[config.mk]
export PLATFORM = sky130hd
export DESIGN_NAME = lsu_issue_queue
export DESIGN_NICKNAME = d
export VERILOG_FILES = /design/src/rtl/lsu_issue_queue.sv
export SDC_FILE = /design/constraint.sdc
export NUM_CORES = 2
export LEC_CHECK = 0
export ABC_AREA = 1
export BUFFER_PORTS_ARGS = -buffer_cell sky130_fd_sc_hd__buf_2
export CAP_MARGIN = 20
export CORE_ASPECT_RATIO = 0.6
export CORE_MARGIN = 3
export CORE_UTILIZATION = 45
export CTS_CLUSTER_DIAMETER = 30
export DETAILED_ROUTE_END_ITERATION = 12
export GPL_TIMING_DRIVEN = 0
export PLACE_DENSITY_LB_ADDON = 0.12
export SLEW_MARGIN = 40
export SYNTH_ARGS = -nofsm -noshare
export SYNTH_HDL_FRONTEND = slang
export SYNTH_SLANG_ARGS = --single-unit
[constraint.sdc]
create_clock -name clk -period 3.5 [get_ports clk]
set_input_delay 0.175 -clock clk [delete_from_list [all_inputs] [get_ports clk]]
set_output_delay 0.175 -clock clk [all_outputs]
set_load 0.02 [all_outputs]
[src/rtl/lsu_issue_queue.sv]
// In-order load/store issue queue and exec-unit sequencer.
// Latency: a ready op pushed in cycle N is evaluated in N+1. exec_enable is high in N+2..N+4 and done_valid is high in N+4.
// Backpressure: disp_ready=0 while full. Issue is strictly in order, and a non-eligible head stalls the queue.
//
// Ports:
//   clk, reset (async, active-high), flush
//   disp_*  : dispatch handshake plus operand values, ready flags and producer tags
//   cdb_*   : result broadcast used to wake waiting operands
//   exec_enable / exec_rs : enable and the 105-bit operand bus {op,width,base,imm,src,dest} sent to the exec unit
//   done_*  : single-cycle completion report to register update
//   count   : occupied entries
// Optional: when LSQ_PERF_CNT_EN is defined, adds the saturating counters perf_issued and perf_head_stall.
module lsu_issue_queue #(
    parameter int DEPTH       = 8,
    parameter int TAG_W       = 4,
    parameter int EXEC_CYCLES = 3
) (
    input  logic                   clk,
    input  logic                   reset,
    input  logic                   flush,
    input  logic                   disp_valid,
    output logic                   disp_ready,
    input  logic                   disp_op,
    input  logic [2:0]             disp_width,
    input  logic [31:0]            disp_base,
    input  logic                   disp_base_rdy,
    input  logic [TAG_W-1:0]       disp_base_tag,
    input  logic [31:0]            disp_imm,
    input  logic [31:0]            disp_src,
    input  logic                   disp_src_rdy,
    input  logic [TAG_W-1:0]       disp_src_tag,
    input  logic [4:0]             disp_rd,
    input  logic                   cdb_valid,
    input  logic [TAG_W-1:0]       cdb_tag,
    input  logic [31:0]            cdb_data,
    output logic                   exec_enable,
    output logic [104:0]           exec_rs,
    output logic                   done_valid,
    output logic [4:0]             done_rd,
    output logic                   done_is_store,
    output logic [$clog2(DEPTH):0] count
`ifdef LSQ_PERF_CNT_EN
    ,
    output logic [31:0]            perf_issued,
    output logic [31:0]            perf_head_stall
`endif
);

    localparam int PW  = $clog2(DEPTH);
    localparam int CW  = PW + 1;
    localparam int CYW = (EXEC_CYCLES > 1) ? $clog2(EXEC_CYCLES) : 1;
    localparam logic [CYW-1:0] CYC_LAST = CYW'(EXEC_CYCLES - 1);

    typedef enum logic [1:0] {ST_IDLE, ST_BUSY, ST_GAP} state_t;

    typedef struct packed {
        logic             op;
        logic [2:0]       width;
        logic [31:0]      base;
        logic             base_rdy;
        logic [TAG_W-1:0] base_tag;
        logic [31:0]      imm;
        logic [31:0]      src;
        logic             src_rdy;
        logic [TAG_W-1:0] src_tag;
        logic [4:0]       rd;
    } entry_t;

    entry_t          ent_q [DEPTH];
    entry_t          ent_d [DEPTH];
    entry_t          new_ent;
    entry_t          head_ent;

    logic [PW-1:0]   head_q, head_d, tail_q, tail_d;
    logic [CW-1:0]   count_q, count_d;
    state_t          state_q, state_d;
    logic [CYW-1:0]  cyc_q, cyc_d;
    logic            exec_enable_q, exec_enable_d;
    logic [104:0]    exec_rs_q, exec_rs_d;
    logic            done_valid_q, done_valid_d;
    logic [4:0]      done_rd_q, done_rd_d;
    logic            done_is_store_q, done_is_store_d;

    logic            push, pop, head_elig;

    assign head_ent   = ent_q[head_q];
    assign disp_ready = (count_q < CW'(DEPTH));
    assign push       = disp_valid && disp_ready && !flush;
    // A load never waits on its src operand.
    assign head_elig  = (count_q != '0) && head_ent.base_rdy && (!head_ent.op || head_ent.src_rdy);

    // The new entry takes the same-cycle broadcast for any operand that is still waiting.
    always_comb begin
        new_ent.op       = disp_op;
        new_ent.width    = disp_width;
        new_ent.base     = disp_base;
        new_ent.base_rdy = disp_base_rdy;
        new_ent.base_tag = disp_base_tag;
        new_ent.imm      = disp_imm;
        new_ent.src      = disp_src;
        new_ent.src_rdy  = disp_src_rdy;
        new_ent.src_tag  = disp_src_tag;
        new_ent.rd       = disp_rd;
        if (cdb_valid && !disp_base_rdy && (disp_base_tag == cdb_tag)) begin
            new_ent.base     = cdb_data;
            new_ent.base_rdy = 1'b1;
        end
        if (cdb_valid && !disp_src_rdy && (disp_src_tag == cdb_tag)) begin
            new_ent.src     = cdb_data;
            new_ent.src_rdy = 1'b1;
        end
    end

    // Wakeup runs on every slot. A slot outside the head..tail window is rewritten in full before it is used again, so waking it is harmless.
    always_comb begin
        ent_d = ent_q;
        for (int i = 0; i < DEPTH; i++) begin
            if (cdb_valid && !ent_q[i].base_rdy && (ent_q[i].base_tag == cdb_tag)) begin
                ent_d[i].base     = cdb_data;
                ent_d[i].base_rdy = 1'b1;
            end
            if (cdb_valid && !ent_q[i].src_rdy && (ent_q[i].src_tag == cdb_tag)) begin
                ent_d[i].src     = cdb_data;
                ent_d[i].src_rdy = 1'b1;
            end
        end
        if (push) begin
            ent_d[tail_q] = new_ent;
        end
    end

    // Sequencer. Outputs are registered, so they are derived from the next state.
    always_comb begin
        state_d         = state_q;
        cyc_d           = cyc_q;
        exec_rs_d       = exec_rs_q;
        pop             = 1'b0;
        done_valid_d    = 1'b0;
        done_rd_d       = '0;
        done_is_store_d = 1'b0;
        case (state_q)
            ST_IDLE: begin
                // A flush cancels an issue in the same cycle, because the head is still un-issued.
                if (head_elig && !flush) begin
                    exec_rs_d = {head_ent.op, head_ent.width, head_ent.base,
                                 head_ent.imm, head_ent.src, head_ent.rd};
                    cyc_d     = '0;
                    state_d   = ST_BUSY;
                end
            end
            ST_BUSY: begin
                if (cyc_q == CYC_LAST) begin
                    pop     = 1'b1;
                    state_d = ST_GAP;
                end else begin
                    cyc_d = cyc_q + CYW'(1);
                end
            end
            ST_GAP:  state_d = ST_IDLE;
            default: state_d = ST_IDLE;
        endcase
        exec_enable_d = (state_d == ST_BUSY);
        // done_valid goes high together with the last enable cycle, which is also the pop cycle.
        if ((state_d == ST_BUSY) && (cyc_d == CYC_LAST)) begin
            done_valid_d    = 1'b1;
            done_rd_d       = head_ent.op ? 5'd0 : head_ent.rd;
            done_is_store_d = head_ent.op;
        end
    end

    // Pointers. On flush, only an in-flight BUSY entry survives. It stays at the head until it pops.
    always_comb begin
        head_d = pop ? head_q + PW'(1) : head_q;
        if (flush) begin
            if ((state_q == ST_BUSY) && !pop) begin
                tail_d  = head_q + PW'(1);
                count_d = CW'(1);
            end else begin
                tail_d  = head_d;
                count_d = '0;
            end
        end else begin
            tail_d  = push ? tail_q + PW'(1) : tail_q;
            count_d = count_q + CW'(push) - CW'(pop);
        end
    end

    always_ff @(posedge clk) begin
        ent_q <= ent_d;
    end

    always_ff @(posedge clk or posedge reset) begin
        if (reset) begin
            head_q          <= '0;
            tail_q          <= '0;
            count_q         <= '0;
            state_q         <= ST_IDLE;
            cyc_q           <= '0;
            exec_enable_q   <= 1'b0;
            exec_rs_q       <= '0;
            done_valid_q    <= 1'b0;
            done_rd_q       <= '0;
            done_is_store_q <= 1'b0;
        end else begin
            head_q          <= head_d;
            tail_q          <= tail_d;
            count_q         <= count_d;
            state_q         <= state_d;
            cyc_q           <= cyc_d;
            exec_enable_q   <= exec_enable_d;
            exec_rs_q       <= exec_rs_d;
            done_valid_q    <= done_valid_d;
            done_rd_q       <= done_rd_d;
            done_is_store_q <= done_is_store_d;
        end
    end

    assign exec_enable   = exec_enable_q;
    assign exec_rs       = exec_rs_q;
    assign done_valid    = done_valid_q;
    assign done_rd       = done_rd_q;
    assign done_is_store = done_is_store_q;
    assign count         = count_q;

`ifdef LSQ_PERF_CNT_EN
    logic [31:0] perf_issued_q, perf_issued_d;
    logic [31:0] perf_head_stall_q, perf_head_stall_d;

    always_comb begin
        perf_issued_d     = perf_issued_q;
        perf_head_stall_d = perf_head_stall_q;
        if (done_valid_q && (perf_issued_q != '1)) begin
            perf_issued_d = perf_issued_q + 32'd1;
        end
        if ((count_q != '0) && (state_q == ST_IDLE) && !head_elig && (perf_head_stall_q != '1)) begin
            perf_head_stall_d = perf_head_stall_q + 32'd1;
        end
    end

    always_ff @(posedge clk or posedge reset) begin
        if (reset) begin
            perf_issued_q     <= '0;
            perf_head_stall_q <= '0;
        end else begin
            perf_issued_q     <= perf_issued_d;
            perf_head_stall_q <= perf_head_stall_d;
        end
    end

    assign perf_issued     = perf_issued_q;
    assign perf_head_stall = perf_head_stall_q;
`endif

endmodule

==> flow_metrics.tcl <==
set metrics [dict create \
    grt_max_degree 33 \
    grt_pass1_vias 41356 \
    max_slew_margin 0.333 \
    required_ns 4.17 \
    seq_area_mm2 0.0255 \
    overflow 0 \
    synth_area_per_cell_um2 8.64 \
    cp-start-kind "flop" \
    rsz0062_at_grt "false" \
    yosysUniqueCellTypes 41 \
    final_common_cell "o21ai_0" \
    worstPathMaxFanout 10 \
    cp_common_cell "inv_2" \
    cts_buffer_depth 3 \
    clk_latency_ns 0.78 \
    setup-tns-final_ns 0 \
    wl_um 208000 \
    mostFrequentLayoutCells "o21ai_0, a21oi_1, inv_1" \
    synth_top_cell_area_share 0.251 \
    synth-seq-cells 1047 \
    min_path_type "in2reg" \
    grtUsageTotal 0.372 \
    worst_ep_arrival_time_ns 4.12 \
    cts_setup_buffers 0 \
    pwr_density_cell_mw_per_mm2 999 \
    antenna_found_initial 12 \
    dieArea_mm2 0.108 \
    synth-edff-count 392 \
    io_buffers 271 \
    h-tree-depth 4 \
    drcViolationCount 0 \
    cp-end-kind "flop" \
    dpl.hpwl_um 148000 \
    ys_seq_area_frac 0.544 \
    drive_above_1_share 0.143 \
    outcome "completed" \
    grt_pass1_wl_um 293000 \
    row_count 91 \
    start_util 0.455 \
    clock-sinks 1047 \
    cts.clk_slew.worst_paths_ns 0.06 \
    slew_viol_final 0 \
    synth_nets 5603 \
    io_pins 274 \
    cp_slowest_cell "nor2_2" \
    tightest_slew_ns 1.00 \
    max-cap-violations 0 \
    synth_cells 5437 \
    p_leak_nw 24.8 \
    gp_congestion 1.01 \
    cts_made_buffers 164 \
    coreArea_mm2 0.103 \
    async_flop_share 0.121 \
    critical_path_class "reg2reg" \
    vias 45940 \
    syn2layout_area_growth_pct 23.3 \
    setup_viol_count_final 0 \
    synth-main-ff-cell "dfxtp_1" \
    dr.first_iter.drc_count 7103 \
    multi_input_area_mm2 0.0170 \
    yosys_warnings 0 \
    crit_chain "inv_2, nand2_1, nor2_4, nand2_2, nor2_2, inv_2, clkbuf_2, o21ai_0" \
    cts-root-buf "clkbuf_16" \
    clock_skew_ns 0.0281 \
    dieWidth_um 423 \
    max_freq_mhz 290 \
    dr.pass1.iters 7 \
    chipHeight_um 256 \
    yosys-top-cells-area "edfxtp_1, dfxtp_1, o21ai_0" \
    finalCritPeriodShare 0.986 \
    n_fill_cell 9445 \
    ir_worst_vdd_mv 0.526 \
    min_period_ns 3.45 \
    yosys.area.top_type "edfxtp_1" \
    cts_tree "built" \
    avgViaCountPerCell 6.05 \
    wl_per_cell_um 27.4 \
    nNetsFinal 6217 \
    hold_viol 0 \
    synth_area_mm2 0.0470 \
    cpPeakStageDelay_ns 0.80 \
    postRouteAntennaNets 0 \
    power.total_mw 57.8 \
]
## per-stage QoR
stage / setup slack, ns / area (um2) / utilization / hold WS, ns / std cells
floorplan: 0.296 / 47000 / - / 0.240 / 5437
global placement: -2.22 / 50100 / 0.485 / 0.447 / 7103
detailed placement: 0.275 / 50600 / 0.490 / 0.198 / 7124
CTS: 0.0929 / 57800 / 0.560 / 0.00313 / 7584
global route: 0.0319 / 57900 / 0.561 / 0.0766 / 7588
finish: 0.0482 / 57900 / 0.561 / 0.0460 / 7597
## routing by layer
metal	global-route usage	vias up	wire, um
met5	0	-	27
met4	0.132	4	7440
met3	0.171	484	36300
met2	0.465	3432	77200
met1	0.551	21916	87300
li1	-	20104	-
## sequential cells by signal (all words and copies together) (netlist names)
signal / cells
done_rd: 5
ent_q: 920
exec_enable: 1
count: 4
state_q: 2
done_valid: 1
tail_q: 3
exec_rs: 105
done_is_store: 1
head_q: 3
cyc_q: 2
## Yosys cell counts, drive strengths merged (16+ instances only)
| cell type | count |
|---|---|
| dfxtp | 528 |
| dfrtp | 127 |
| mux2i | 70 |
| inv | 646 |
| o221ai | 70 |
| nand4 | 16 |
| edfxtp | 392 |
| o22ai | 16 |
| clkbuf | 264 |
| nor2 | 159 |
| buf | 196 |
| nand3 | 178 |
| xnor2 | 19 |
| nand2 | 381 |
| o21ai | 1528 |
| a21oi | 788 |
## cell families (layout without fill, tap and decap cells)
logic type      count (synthesis)  after routing  synth area share
fa+ha+maj                      10             10           0.00282
compound gates               2435           2435             0.272
xor+xnor                       30             30           0.00560
buf+inv                      1106           1861            0.0956
flops                        1047           1047             0.544
mux                            70             70            0.0149
simple gates                  739            739            0.0654
other cells                     0             10                 0
## final timing paths
kind / from / end / slack [ns] / cells past startpoint
max: count[3]$_DFF_PP0_ / ent_q[125]$_DFF_P_ / 0.05 / 8
min: disp_src[4] / ent_q[129]$_DFF_P_ / 0.05 / 5
max reg2reg: count[3]$_DFF_PP0_ / ent_q[125]$_DFF_P_ / 0.05 / 8
min reg2reg: exec_rs[37]$_DFFE_PP0P_ / exec_rs[37]$_DFFE_PP0P_ / 0.47 / 2
max in group asynchronous: reset / exec_rs[20]$_DFFE_PP0P_ / 1.87 / 8
min in group asynchronous: reset / exec_rs[47]$_DFFE_PP0P_ / 0.53 / 4
## what timing repair did
| action | in CTS | in global routing |
|---|---|---|
| hold buffers | 153 | 0 |
| endpoints found under the hold margin | 930 | 0 |
| resized for setup | 0 | 1 |
| endpoints found under the setup margin | 0 | 4 |
## critical path, delay by kind of cell (launching register included)
| family | cells | cell delay (ns) |
|---|---|---|
| and+or+nand+nor | 4 | 1.49 |
| AOI/OAI and AO/OA | 1 | 0.32 |
| buffers and inverters | 3 | 1.12 |
| DFF | 1 | 0.40 |
## report_power, final
group	internal [mW]	switching [mW]
combinational	6.86	15.5
sequential	17.0	1.68
clock	10.4	6.43
## cell type report
class | count | area share
clock inverter | 96 | 0.0207
sequential | 1047 | 0.441
clock buffer | 211 | 0.0779
multi-input combinational | 3284 | 0.293
antenna | 10 | 0.000432
buffer | 460 | 0.0375
timing repair buffer | 448 | 0.0577
inverter | 646 | 0.0420
tap | 1395 | 0.0301
Note: power is estimated with default switching activity, not from simulation.
